**src/rtl/evm_result_reader.sv**
```systemverilog
// evm_result_reader: steps the EVM through candidates 1..3, captures counts,
// picks the winner and streams A5,c1,c2,c3,W over an 8N1 UART.
module evm_result_reader #(
    parameter int CLKS_PER_BIT  = 104,
    parameter int SETTLE_CYCLES = 2
) (
    input  logic       clk,
    input  logic       rst_n,
    input  logic       start,
    input  logic       voting_done,
    input  logic       invalid_results,
    input  logic [6:0] results,
    output logic [1:0] display_results,
    output logic       tx,
    output logic       busy,
    output logic [1:0] winner,
    output logic       winner_valid,
    output logic       done
);
    typedef enum logic [3:0] {IDLE, SEL1, SEL2, SEL3, TX_HDR, TX_C1, TX_C2, TX_C3, TX_WIN} state_t;
    localparam int CMAX = CLKS_PER_BIT > SETTLE_CYCLES + 2 ? CLKS_PER_BIT : SETTLE_CYCLES + 2;
    localparam int CW = $clog2(CMAX);

    state_t state, state_n, nxt;
    logic [CW-1:0] cnt, cnt_n;
    logic [3:0] bit_idx, bit_idx_n;
    logic [8:0] sh, sh_n;
    logic [6:0] c1, c2, c3, c1_n, c2_n, c3_n;
    logic inv, inv_n, tx_n, busy_n, winner_valid_n, done_n;
    logic [1:0] disp_n, winner_n;
    logic [7:0] w_byte, nbyte;

    assign w_byte = inv ? 8'hFF :
                    (c1 > c2 && c1 > c3) ? 8'h01 :
                    (c2 > c1 && c2 > c3) ? 8'h02 :
                    (c3 > c1 && c3 > c2) ? 8'h03 : 8'h00;

    always_comb begin
        state_n        = state;
        cnt_n          = cnt;
        bit_idx_n      = bit_idx;
        sh_n           = sh;
        c1_n           = c1;
        c2_n           = c2;
        c3_n           = c3;
        inv_n          = inv;
        tx_n           = tx;
        busy_n         = busy;
        disp_n         = display_results;
        winner_n       = winner;
        winner_valid_n = winner_valid;
        done_n         = 1'b0;
        nxt            = state_t'(state + 4'd1);
        nbyte          = nxt == TX_C1 ? {1'b0, c1} :
                         nxt == TX_C2 ? {1'b0, c2} :
                         nxt == TX_C3 ? {1'b0, c3} : w_byte;
        case (state)
            IDLE: begin
                if (start && voting_done) begin
                    state_n        = SEL1;
                    cnt_n          = '0;
                    busy_n         = 1'b1;
                    disp_n         = 2'd1;
                    winner_n       = 2'd0;
                    winner_valid_n = 1'b0;
                    inv_n          = 1'b0;
                end
            end
            SEL1, SEL2, SEL3: begin
                cnt_n = cnt + 1'b1;
                if (cnt == CW'(SETTLE_CYCLES)) begin
                    c1_n  = state == SEL1 ? results : c1;
                    c2_n  = state == SEL2 ? results : c2;
                    c3_n  = state == SEL3 ? results : c3;
                    inv_n = inv | invalid_results;
                    if (state == SEL3) disp_n = 2'd0;
                    else begin
                        state_n = nxt;
                        cnt_n   = '0;
                        disp_n  = display_results + 2'd1;
                    end
                end
                // one spare cycle after the last capture lets the winner settle before the header
                if (state == SEL3 && cnt == CW'(SETTLE_CYCLES + 1)) begin
                    state_n        = TX_HDR;
                    cnt_n          = '0;
                    bit_idx_n      = '0;
                    tx_n           = 1'b0;
                    sh_n           = {1'b1, 8'hA5};
                    winner_n       = w_byte inside {8'h01, 8'h02, 8'h03} ? w_byte[1:0] : 2'd0;
                    winner_valid_n = w_byte inside {8'h01, 8'h02, 8'h03};
                end
            end
            default: begin
                if (cnt == CW'(CLKS_PER_BIT - 1)) begin
                    cnt_n = '0;
                    if (bit_idx == 4'd9) begin
                        if (state == TX_WIN) begin
                            state_n = IDLE;
                            done_n  = 1'b1;
                            busy_n  = 1'b0;
                            tx_n    = 1'b1;
                        end else begin
                            state_n   = nxt;
                            tx_n      = 1'b0;
                            sh_n      = {1'b1, nbyte};
                            bit_idx_n = '0;
                        end
                    end else begin
                        tx_n      = sh[0];
                        sh_n      = {1'b0, sh[8:1]};
                        bit_idx_n = bit_idx + 4'd1;
                    end
                end else cnt_n = cnt + 1'b1;
            end
        endcase
    end

    always_ff @(posedge clk or negedge rst_n) begin
        if (!rst_n) begin
            state           <= IDLE;
            cnt             <= '0;
            bit_idx         <= '0;
            sh              <= '1;
            c1              <= '0;
            c2              <= '0;
            c3              <= '0;
            inv             <= 1'b0;
            tx              <= 1'b1;
            busy            <= 1'b0;
            display_results <= 2'd0;
            winner          <= 2'd0;
            winner_valid    <= 1'b0;
            done            <= 1'b0;
        end else begin
            state           <= state_n;
            cnt             <= cnt_n;
            bit_idx         <= bit_idx_n;
            sh              <= sh_n;
            c1              <= c1_n;
            c2              <= c2_n;
            c3              <= c3_n;
            inv             <= inv_n;
            tx              <= tx_n;
            busy            <= busy_n;
            display_results <= disp_n;
            winner          <= winner_n;
            winner_valid    <= winner_valid_n;
            done            <= done_n;
        end
    end
endmodule
```
**config.mk**
```make
export PLATFORM = sky130hd
export DESIGN_NAME = evm_result_reader
export DESIGN_NICKNAME = d
export VERILOG_FILES = /design/src/rtl/evm_result_reader.sv
export SDC_FILE = /design/constraint.sdc
export NUM_CORES = 1
export LEC_CHECK = 0
export CAP_MARGIN = 10
export CORE_MARGIN = 5
export CORE_UTILIZATION = 35
export CTS_CLUSTER_SIZE = 28
export DETAILED_ROUTE_END_ITERATION = 10
export DONT_BUFFER_PORTS = 1
export PLACE_DENSITY = 0.55
export SLEW_MARGIN = 20
export SYNTH_ARGS = -nofsm -noshare
export SYNTH_HDL_FRONTEND = slang
export SYNTH_SLANG_ARGS = --single-unit
export TNS_END_PERCENT = 50
```
**constraint.sdc**
```tcl
create_clock -name clk -period 3.11 [get_ports clk]
set_input_delay 0.311 -clock clk [delete_from_list [all_inputs] [get_ports clk]]
set_output_delay 0.311 -clock clk [all_outputs]
set_load 0.01 [all_outputs]
```
## Word level (Yosys, flattened, before mapping)

Index checks and enable logic that the tools add are counted.

- Register bits: 54
- Bits of input ports: 12
- Output and inout port bits: 8
- Logic and storage cells: 129

- Add/subtract/negate cells: 4
- $lt $le $gt $ge: 6
- Eq/ne operators: 20
- Mux-type cells: 57
- Bitwise operators: 3
- Reduce and logical (&&, ||, !) cells: 25

Operators with widths:

| cell | count |
|---|---|
| $mux W4 | 11 |
| $gt A7 B7 Y1 | 6 |
| $mux W9 | 4 |
| $mux W7 | 5 |
| $mux W8 | 4 |
| $mux W2 | 9 |
| $pmux W9 S2 | 1 |
| $reduce_and A3 Y1 | 6 |
| $eq A8 B2 Y1 const B | 2 |
| $pmux W4 S2 | 2 |
| $eq A7 B2 Y1 const B | 2 |
| $mux W1 | 14 |
| $pmux W7 S2 | 1 |
| $eq A4 B3 Y1 const B | 3 |
| $reduce_and A5 Y1 | 2 |
| $reduce_bool A2 Y1 | 5 |
| $reduce_bool A3 Y1 | 3 |
| $add A4 B1 Y4 const B | 2 |
| $eq A4 B2 Y1 const B | 2 |
| $eq A4 B4 Y1 const B | 2 |
| $eq A8 B1 Y1 const B | 1 |
| $pmux W1 S2 | 4 |
| $pmux W2 S2 | 2 |
| $add A7 B1 Y7 const B | 1 |
| other kinds (13) | 21 |

## Depth between registers and ports, before layout

Gate-level depths: netlist of the first run.

- Depth after elaboration: 13
- Gate-level depth with buffers: 10
- Depth with buffers taken out: 9

## Least setup slack after synthesis of the first run

OpenSTA, ideal clock, no wires.

- Kind: register to register
- Start: reg state[0]
- End: reg sh[3]
- Setup time: 91 ps
- Arrival: 2274 ps
- Required time: 3019 ps
- Setup slack: 746 ps
- Stages on the path, launching flop included: 11
- Buffers on the path: 1
- Period minus slack after synthesis: 2364 ps
- Path through: dfrtp_1 > inv_1 > ha_1 > clkbuf_1 > nor3_1 > nor2_1 > o21ai_2 > nand3_1 > nor2_2 > o221ai_1 > o31ai_1

- Cells in the longest elaborated chain, start to end: 9
- Elaborated cells on any way between the ends: 23
- Those cells by class: add/sub: 1; eq/ne: 9; mux: 7; bitwise: 1; reduce/logical: 5

RTL lines:

| item | line | source |
|---|---|---|
| start, declared | 24 | `state_t state, state_n, nxt;` |
| start signal, assigned | 136 | `state <= state_n;` |
| $add A4 B1 Y4 | 53 | `nxt = state_t'(state + 4'd1);` |
| $eq A4 B3 Y1 | 56 | `nxt == TX_C3 ? {1'b0, c3} : w_byte;` |
| $mux W8 | 56 |  |
| $mux W8 | 55 | `nxt == TX_C2 ? {1'b0, c2} :` |
| $mux W8 | 54 | `nbyte = nxt == TX_C1 ? {1'b0, c1} :` |
| $mux W9 | 98 | `if (state == TX_WIN) begin` |
| $mux W9 | 97 | `if (bit_idx == 4'd9) begin` |
| $mux W9 | 95 | `if (cnt == CW'(CLKS_PER_BIT - 1)) begin` |
| $pmux W9 S2 | 57 | `case (state)` |
| end signal, assigned | 139 | `sh <= sh_n;` |
| end, declared | 27 | `logic [8:0] sh, sh_n;` |

Parallel ways exist; a longest one is shown, timed or not. The select of a mux whose other input is x is not followed.
A chain may end at the register's enable or synchronous reset.

## Worst setup path after layout of the first run

- Start: reg state[0]
- End: reg sh[4]

The elaborated chain is that of the path after synthesis.

==> impl_metrics.yaml, run 1 <==
grt:
  grt-ovfl-total: 0
  antenna_found_initial: 0
  grt_max_degree: 55
  grt_pass1_vias: 2597
  grt_pass1_wl_um: 13330
  grt_usage_pct: 14.50
worst_setup_path:
  end_kind: "flop"
  path_class: "flop to flop"
  path_buf_inv: 1
  cp_cell_sequence: "inv_1, ha_1, nor3_2, nor2_1, o21ai_2, nand3_1, nor2_2, o221ai_1, o31ai_1"
  startpoint_type: "flop"
  required_ns: 3.34
  critPathArrivalTime_ns: 2.87
  critPathSlowestCell: "dfrtp_1"
  worstPathMaxFanout: 9
  cp_top_family: "simple AND/OR/NAND/NOR gates"
  max_stage_delay_ns: 0.50
clock_network:
  clk_latency_ns: 0.32
  cts_root_buf: "clkbuf_8"
  htree_levels: 2
  cts_sinks: 54
  post_cts_buffers: 0
  clk_path_buf_depth: 2
  cts.reportedPaths.clkPinSlew_ns: 0.10
  cts_buffers: 5
  tritoncts: "done"
drt:
  routed_wl_um: 7962
  drtAntennaViolNets: 0
  via_per_inst: 5.375
  drc: 0
  wl_per_cell_um: 15.89
  firstDrtPassIters: 4
  drt_iter0_markers: 153
  dr_total_vias: 2693
layout:
  drive_above_1_share_pct: 15.22
  multi_input_area_um2: 1888
  fill_cells: 1013
  mostFrequentLayoutCells: "dfrtp_1, nand2_1, o21ai_0"
  finalNonFillerCells: 501
  area_growth_syn_to_layout_pct: 8.508
  final_common_cell: "dfrtp_1"
  n_antenna_cell: 0
  seq_area_um2: 1364
  fin_nets: 408
status:
  status: "finished, final reports clean"
sta:
  slew_headroom_pct: 52.48
  drv_slew: 0
  hold_ws_ns: 0.1318
  period_minus_slack_ns: 2.638
  fin_worst_skew_ns: 0.004358
  fmax_ghz: 0.3791
  hold_viol_final: 0
  tns_ns: 0
  rsz0062_at_grt: "no"
  worst_pin_slew_ns: 0.7102
  setup_viol: 0
  min_period_over_period_pct: 84.81
yosys:
  seq_area_frac_synth_pct: 40.15
  yosys.cell_types.count: 54
  synth.largest_area_cell: "dfrtp_1"
  ys_warn_count: 0
  avgSynthCellArea_um2: 9.281
  synth.cell_area_um2: 3397
  synth_area_leaders: "dfrtp_1, ha_1, mux2_2"
  ys.flop_type: "dfrtp_1"
  synth_edf_count: 0
  netlist_instances: 366
  async_flop_share_pct: 100.0
  synthesis.nets: 407
  synth_top_area_share_pct: 32.41
  ys_ff_latch: 54
die:
  die-area_um2: 11780
  row_count: 36
  core_area_um2: 9639
  die_h_um: 108.5
  start_util_pct: 35.24
  die_w_um: 108.5
  ios: 20
flow_run:
  maxCapViolations: 0
pwr:
  total_power_mw: 3.359
  p_leak_nw: 1.557
  powerDensity_nw_per_um2: 911.4
  peakVddDrop_mv: 0.4325
placement:
  placedCellCount: 491
  globalplace.congestion: 0.8510
  hpwlAfterDp_um: 5924
  portBuffers: 0
min_path:
  hold_class: "input port to flop"
[routing by layer]
layer / up-vias / GRT usage [%] / share of wire (%)
met2: 45 / 22.42 / 46
met5: - / 0 / 0
met3: 9 / 2.627 / 3.6
met1: 1311 / 20.82 / 49
li1: 1328 / - / -
met4: 0 / 3.877 / 1.5
[worst reg2reg max path, stage by stage (launching register included)]
cell and delay, ns:
dfrtp_1 0.50, inv_1 0.11, ha_1 0.31, nor3_2 0.27, nor2_1 0.18, o21ai_2 0.26, nand3_1 0.26, nor2_2 0.26
o221ai_1 0.15, o31ai_1 0.26
[final cells by class]
type | count | share of cell area [%]
multi-input combinational | 275 | 51.22
sequential | 54 | 37.00
tap | 133 | 4.515
inverter | 25 | 2.546
clock buffer | 7 | 2.071
timing repair buffer | 6 | 1.833
clock inverter | 1 | 0.8147
[what timing repair did]
| action | 4_1_cts | 5_1_grt |
|---|---|---|
| endpoints found under the hold margin | 54 | 0 |
| setup endpoints to repair | 0 | 1 |
| resized for setup | 0 | 1 |
| hold buffers | 2 | 0 |
[final timing paths]
check                      cells after the start         end  slack [ns]        from
max in group asynchronous                      2       sh[3]        2.31       rst_n
min in group asynchronous                      2  bit_idx[0]        0.51       rst_n
hold reg to reg                                2       sh[0]        0.48       sh[0]
setup reg to reg                               9       sh[4]        0.47    state[0]
hold / removal                                 1       c2[1]        0.13  results[1]
setup / recovery                               9       sh[4]        0.47    state[0]
[Yosys cell counts (2+ instances only)]
cell type and n:
a31oi_1 3, a221oi_1 3, ha_1 29, o21ai_0 33, clkbuf_1 8, o211ai_1 2
o21a_1 3, a311oi_1 2, a21o_1 2, o221ai_1 3, nor2_1 20, dfstp_2 10
nor2b_1 7, and3_1 5, o31ai_1 8, nand3b_1 4, a211oi_1 2, a21oi_1 24
dfrtp_1 44, nand2_1 43, nand3_1 11, o21ai_1 2, mux2_2 25, nand2b_1 2
buf_2 3, nor3_1 6, nand4_1 10, inv_1 25, or2_0 2
[logic make-up after synthesis]
| group | synth area share (%) |
|---|---|
| AO/OA/AOI/OAI | 19.01 |
| adder cells (fa/ha/maj) | 10.68 |
| buffers and inverters | 4.420 |
| flip-flops | 40.15 |
| multiplexers | 8.287 |
| AND/OR/NAND/NOR | 17.46 |
[where the power goes]
part	switching, mW	total, mW	internal, mW
Combinational	0.875	1.57	0.694
Sequential	0.312	1.30	0.993
Clock	0.245	0.486	0.242
Total	1.43	3.36	1.93
[registers in the layout (all words and copies together) (netlist names), 4 cells and up]
signal,count
bit_idx,4
c1,7
c3,7
state,4
cnt,7
c2,7
sh,9
[through the flow]
| stage | utilization (%) | setup slack (ns) | instance area, µm² |
|---|---|---|---|
| 2_1_floorplan | - | 0.7457 | 3397 |
| 3_3_place_gp | 36.70 | 0.5259 | 3537 |
| 3_5_place_dp | 36.70 | 0.3921 | 3537 |
| 4_1_cts | 38.19 | 0.3618 | 3681 |
| 5_1_grt | 38.24 | 0.1513 | 3686 |
| 6_report | 38.24 | 0.4724 | 3686 |
Power figures use the tool's default switching activity.
==> run 2: changes to the inputs <==
==> constraint.sdc (replaced) <==
create_clock -name clk -period 2.6 [get_ports clk]
set_input_delay 0.26 -clock clk [delete_from_list [all_inputs] [get_ports clk]]
set_output_delay 0.26 -clock clk [all_outputs]
set_load 0.01 [all_outputs]
==> impl_metrics.yaml, run 2 (same netlist as run 1, synthesis figures left out) <==
layout:
  fill_cells: 997
  seq_area_um2: 1365
  finalNonFillerCells: 517
  drive_above_1_share_pct: 19.79
  regMostFlops: "sh"
  area_growth_syn_to_layout_pct: 12.60
  multi_input_area_um2: 1899
  n_antenna_cell: 0
  fin_nets: 424
  final_area_um2: 3825
  mostFrequentLayoutCells: "nand2_1, dfrtp_1, o21ai_0"
  fin_util_pct: 39.68
  largest_reg_flops: 9
clock_network:
  cts_buffers: 5
  post_cts_buffers: 0
  tritoncts: "done"
  htree_levels: 2
  cts_sinks: 54
  clk_path_buf_depth: 2
  cts_root_buf: "clkbuf_8"
  cts.reportedPaths.clkPinSlew_ns: 0.11
  clk_latency_ns: 0.31
pwr:
  switching_share_pct: 42.42
  p_leak_nw: 1.638
  internal-power_mw: 2.393
  p_seq_share_pct: 37.7
  total_power_mw: 4.156
  clkPwrFrac_pct: 14.0
  powerDensity_nw_per_um2: 1087
  p_comb_share_pct: 48.3
  p_sw_mw: 1.763
  peakVddDrop_mv: 0.5293
placement:
  hpwlAfterDp_um: 6368
  pre_cts_ws_ns: 0.1603
  placedCellCount: 507
  place_area_um2: 3657
  globalplace.congestion: 0.8642
  portBuffers: 0
drt:
  routed_wl_um: 8191
  wl_per_cell_um: 15.84
  drc: 0
  firstDrtPassIters: 4
  drtAntennaViolNets: 0
  drt_iter0_markers: 126
  via_per_inst: 5.184
  dr_total_vias: 2680
sta:
  tns_ns: 0
  min_period_over_period_pct: 89.83
  rsz0062_at_grt: "yes"
  drv_slew: 0
  hold_viol_final: 0
  fin_worst_skew_ns: 0.01548
  hold_ws_ns: 0.09604
  worst_pin_slew_ns: 0.4809
  fmax_ghz: 0.4281
  setup_viol: 0
  slew_headroom_pct: 67.82
  fin_ws_ns: 0.2644
  period_minus_slack_ns: 2.336
min_path:
  worstHoldPathCells: 2
  hold-path-endpoint: "inv"
  hold_class: "input port to flop"
  min-delay-start: "invalid_results"
die:
  row_count: 36
  ios: 20
  die-area_um2: 11780
  die_w_um: 108.5
  start_util_pct: 35.24
  core_area_um2: 9639
  die_h_um: 108.5
flow_run:
  maxCapViolations: 0
worst_setup_path:
  worstPathMaxFanout: 9
  required_ns: 2.81
  path_class: "flop to flop"
  r2r-end: "state[0]"
  end_kind: "flop"
  critPathArrivalTime_ns: 2.54
  rr_worst_depth: 10
  startpoint: "state[0]"
  r2r_start: "state[0]"
  ff2ff_setup_slack_ns: 0.26
  startpoint_type: "flop"
grt:
  grt_pass1_vias: 2747
  grt-ovfl-total: 0
  antenna_found_initial: 0
  grt_usage_pct: 14.80
  grt_max_degree: 55
  grt_pass1_wl_um: 13880
status:
  status: "finished, final reports clean"
run 2: cell types whose count changed in the layout (fill, tap and decap cells not counted), sizes merged:
cell    previous run  this run
buf                5        21
clkbuf             7         5
clkinv             0         1
inv               25        26
run 2: worst max-delay path, stage by stage, from the launching register on:
cell	delay, ns
dfrtp_2	0.48
inv_1	0.10
ha_1	0.19
nor3_2	0.07
buf_4	0.14
a311oi_1	0.37
a21boi_4	0.33
nor3b_2	0.12
a21oi_1	0.16
nor2_1	0.05
a311oi_1	0.24
run 2: final cells by class:
type	count	share of cell area [%]
Multi-Input combinational cell	275	49.66
Sequential cell	54	35.69
Timing Repair Buffer	22	4.907
Tap cell	133	4.351
Inverter	25	2.453
Clock buffer	5	1.799
Clock inverter	3	1.145
run 2: worst max path at each step:
stage | end | cells after the start
after floorplan | sh[3] | 10
after global placement | state[0] | 10
after detailed placement | cnt[0] | 9
after CTS | state[2] | 9
after global routing | state[0] | 10
final | state[0] | 10
run 2: routing by layer:
| layer | GRT usage, % | wire length, µm | up-vias |
|---|---|---|---|
| met5 | 0 | 0 | - |
| met1 | 20.68 | 4070 | 1277 |
| li1 | - | - | 1367 |
| met4 | 2.976 | 61 | 0 |
| met3 | 2.448 | 229 | 4 |
| met2 | 24.18 | 3830 | 32 |
run 2: power by group through the flow:
stage                     logic (mW)  clock network, mW  registers (mW)
final                           2.01              0.583            1.56
after floorplan                 1.44                  0            1.45
after global placement          1.94                  0            1.57
after global routing            2.30              0.649            1.62
after detailed placement        1.98                  0            1.58
after CTS                       2.01              0.605            1.57
run 2: what timing repair did:
item,4_1_cts,5_1_grt
gates resized for setup,0,4
hold buffers,2,0
endpoints found under the setup margin,0,10
endpoints found under the hold margin,54,0
==> run 3: changes to the inputs <==
--- a/config.mk
+++ b/config.mk
@@ -7,11 +7,11 @@
 export LEC_CHECK = 0
 export CAP_MARGIN = 10
 export CORE_MARGIN = 5
-export CORE_UTILIZATION = 35
+export CORE_UTILIZATION = 64
 export CTS_CLUSTER_SIZE = 28
 export DETAILED_ROUTE_END_ITERATION = 10
 export DONT_BUFFER_PORTS = 1
-export PLACE_DENSITY = 0.55
+export PLACE_DENSITY = 0.86
 export SLEW_MARGIN = 20
 export SYNTH_ARGS = -nofsm -noshare
 export SYNTH_HDL_FRONTEND = slang
==> impl_metrics.yaml, run 3 (same netlist as run 1, synthesis figures left out) <==
layout:
  final_area_um2: 3650
  seq_area_um2: 1365
  fin_nets: 416
  regMostFlops: "sh"
  fill_cells: 422
  largest_reg_flops: 9
  fin_util_pct: 71.01
  drive_above_1_share_pct: 17.07
  mostFrequentLayoutCells: "nand2_1, dfrtp_1, o21ai_0"
  area_growth_syn_to_layout_pct: 7.440
  n_antenna_cell: 0
  finalNonFillerCells: 445
  multi_input_area_um2: 1899
worst_setup_path:
  ff2ff_setup_slack_ns: 0.19
  required_ns: 2.80
  cp_top_family: "simple AND/OR/NAND/NOR gates"
  end_kind: "flop"
  cp_cell_sequence: "nor4_1, and3b_1, nand3_1, mux2_2"
  path_buf_inv: 0
  startpoint_type: "flop"
  path_class: "flop to flop"
  critPathArrivalTime_ns: 2.61
  max_stage_delay_ns: 0.57
  worstPathMaxFanout: 7
  critPathSlowestCell: "nor4_1"
die:
  die_h_um: 82.86
  die_w_um: 82.86
  start_util_pct: 66.09
  core_area_um2: 5140
  ios: 20
  row_count: 26
  die-area_um2: 6865
placement:
  globalplace.congestion: 0.9564
  placedCellCount: 436
  place_area_um2: 3518
  pre_cts_ws_ns: 0.1831
  hpwlAfterDp_um: 5989
  portBuffers: 0
grt:
  grt_usage_pct: 23.87
  use_met2_pct: 39.21
  grt_pass1_wl_um: 13700
  antenna_found_initial: 0
  grt_max_degree: 55
  grtUsageMet1_pct: 31.81
  grt.busiest_layer: "met2"
  grt_util_met3_pct: 4.554
  grt-ovfl-total: 0
  grt_pass1_vias: 2864
clock_network:
  clk_latency_ns: 0.31
  tritoncts: "done"
  cts_root_buf: "clkbuf_8"
  clk_path_buf_depth: 2
  cts.reportedPaths.clkPinSlew_ns: 0.09
  cts_buffers: 5
  htree_levels: 2
  cts_sinks: 54
sta:
  rsz0062_at_grt: "no"
  fin_ws_ns: 0.1890
  worst_pin_slew_ns: 0.5985
  min_period_over_period_pct: 92.73
  slew_headroom_pct: 59.73
  setup_viol: 0
  fmax_ghz: 0.4148
  fin_worst_skew_ns: 0.003101
  period_minus_slack_ns: 2.411
  drv_slew: 0
  tns_ns: 0
  hold_ws_ns: 0.09037
  hold_viol_final: 0
flow_run:
  maxCapViolations: 0
pwr:
  powerDensity_nw_per_um2: 1112
  switching_share_pct: 44.22
  clkPwrFrac_pct: 11.0
  p_sw_mw: 1.795
  internal-power_mw: 2.264
  p_comb_share_pct: 50.0
  peakVddDrop_mv: 0.6510
  total_power_mw: 4.059
  p_leak_nw: 1.577
  p_seq_share_pct: 39.0
drt:
  routed_wl_um: 7958
  dr_total_vias: 2870
  via_per_inst: 6.449
  firstDrtPassIters: 5
  drtAntennaViolNets: 0
  drc: 0
  drt_iter0_markers: 226
  wl_per_cell_um: 17.88
status:
  status: "finished, final reports clean"
min_path:
  hold_class: "input port to flop"
## run 3: final timing paths
path / from / to / cells after the start
max reg2reg: cnt[3] / c1[4] / 4
min in group asynchronous: rst_n / bit_idx[2] / 2
max: cnt[3] / c1[4] / 4
min: invalid_results / inv / 2
max in group asynchronous: rst_n / sh[2] / 2
min reg2reg: sh[0] / sh[0] / 2
## run 3: layout make-up
type	instances	share of cell area, %
Clock buffer	7	2.091
Tap cell	70	2.400
Multi-Input combinational cell	275	52.04
Sequential cell	54	37.40
Inverter	25	2.571
Timing Repair Buffer	14	3.497
## run 3: power groups by stage
stage	registers (mW)	clock network, mW	logic, mW
final	1.58	0.448	2.03
after global routing	1.62	0.491	2.29
after CTS	1.57	0.455	1.98
after detailed placement	1.58	0	1.93
after global placement	1.55	0	1.83
after floorplan	1.45	0	1.44
## run 3: metal layers
metal / part of all wire [%] / up-vias
li1: - / 1346
met5: 0 / -
met4: 2.3 / 0
met1: 44 / 1397
met2: 49 / 107
met3: 4.7 / 20
## run 3: repair_timing
item | 4_1_cts | 5_1_grt
resized for setup | 0 | 4
hold endpoints to repair | 54 | 0
endpoints found under the setup margin | 0 | 10
hold buffers | 2 | 0
setup buffers | 0 | 0
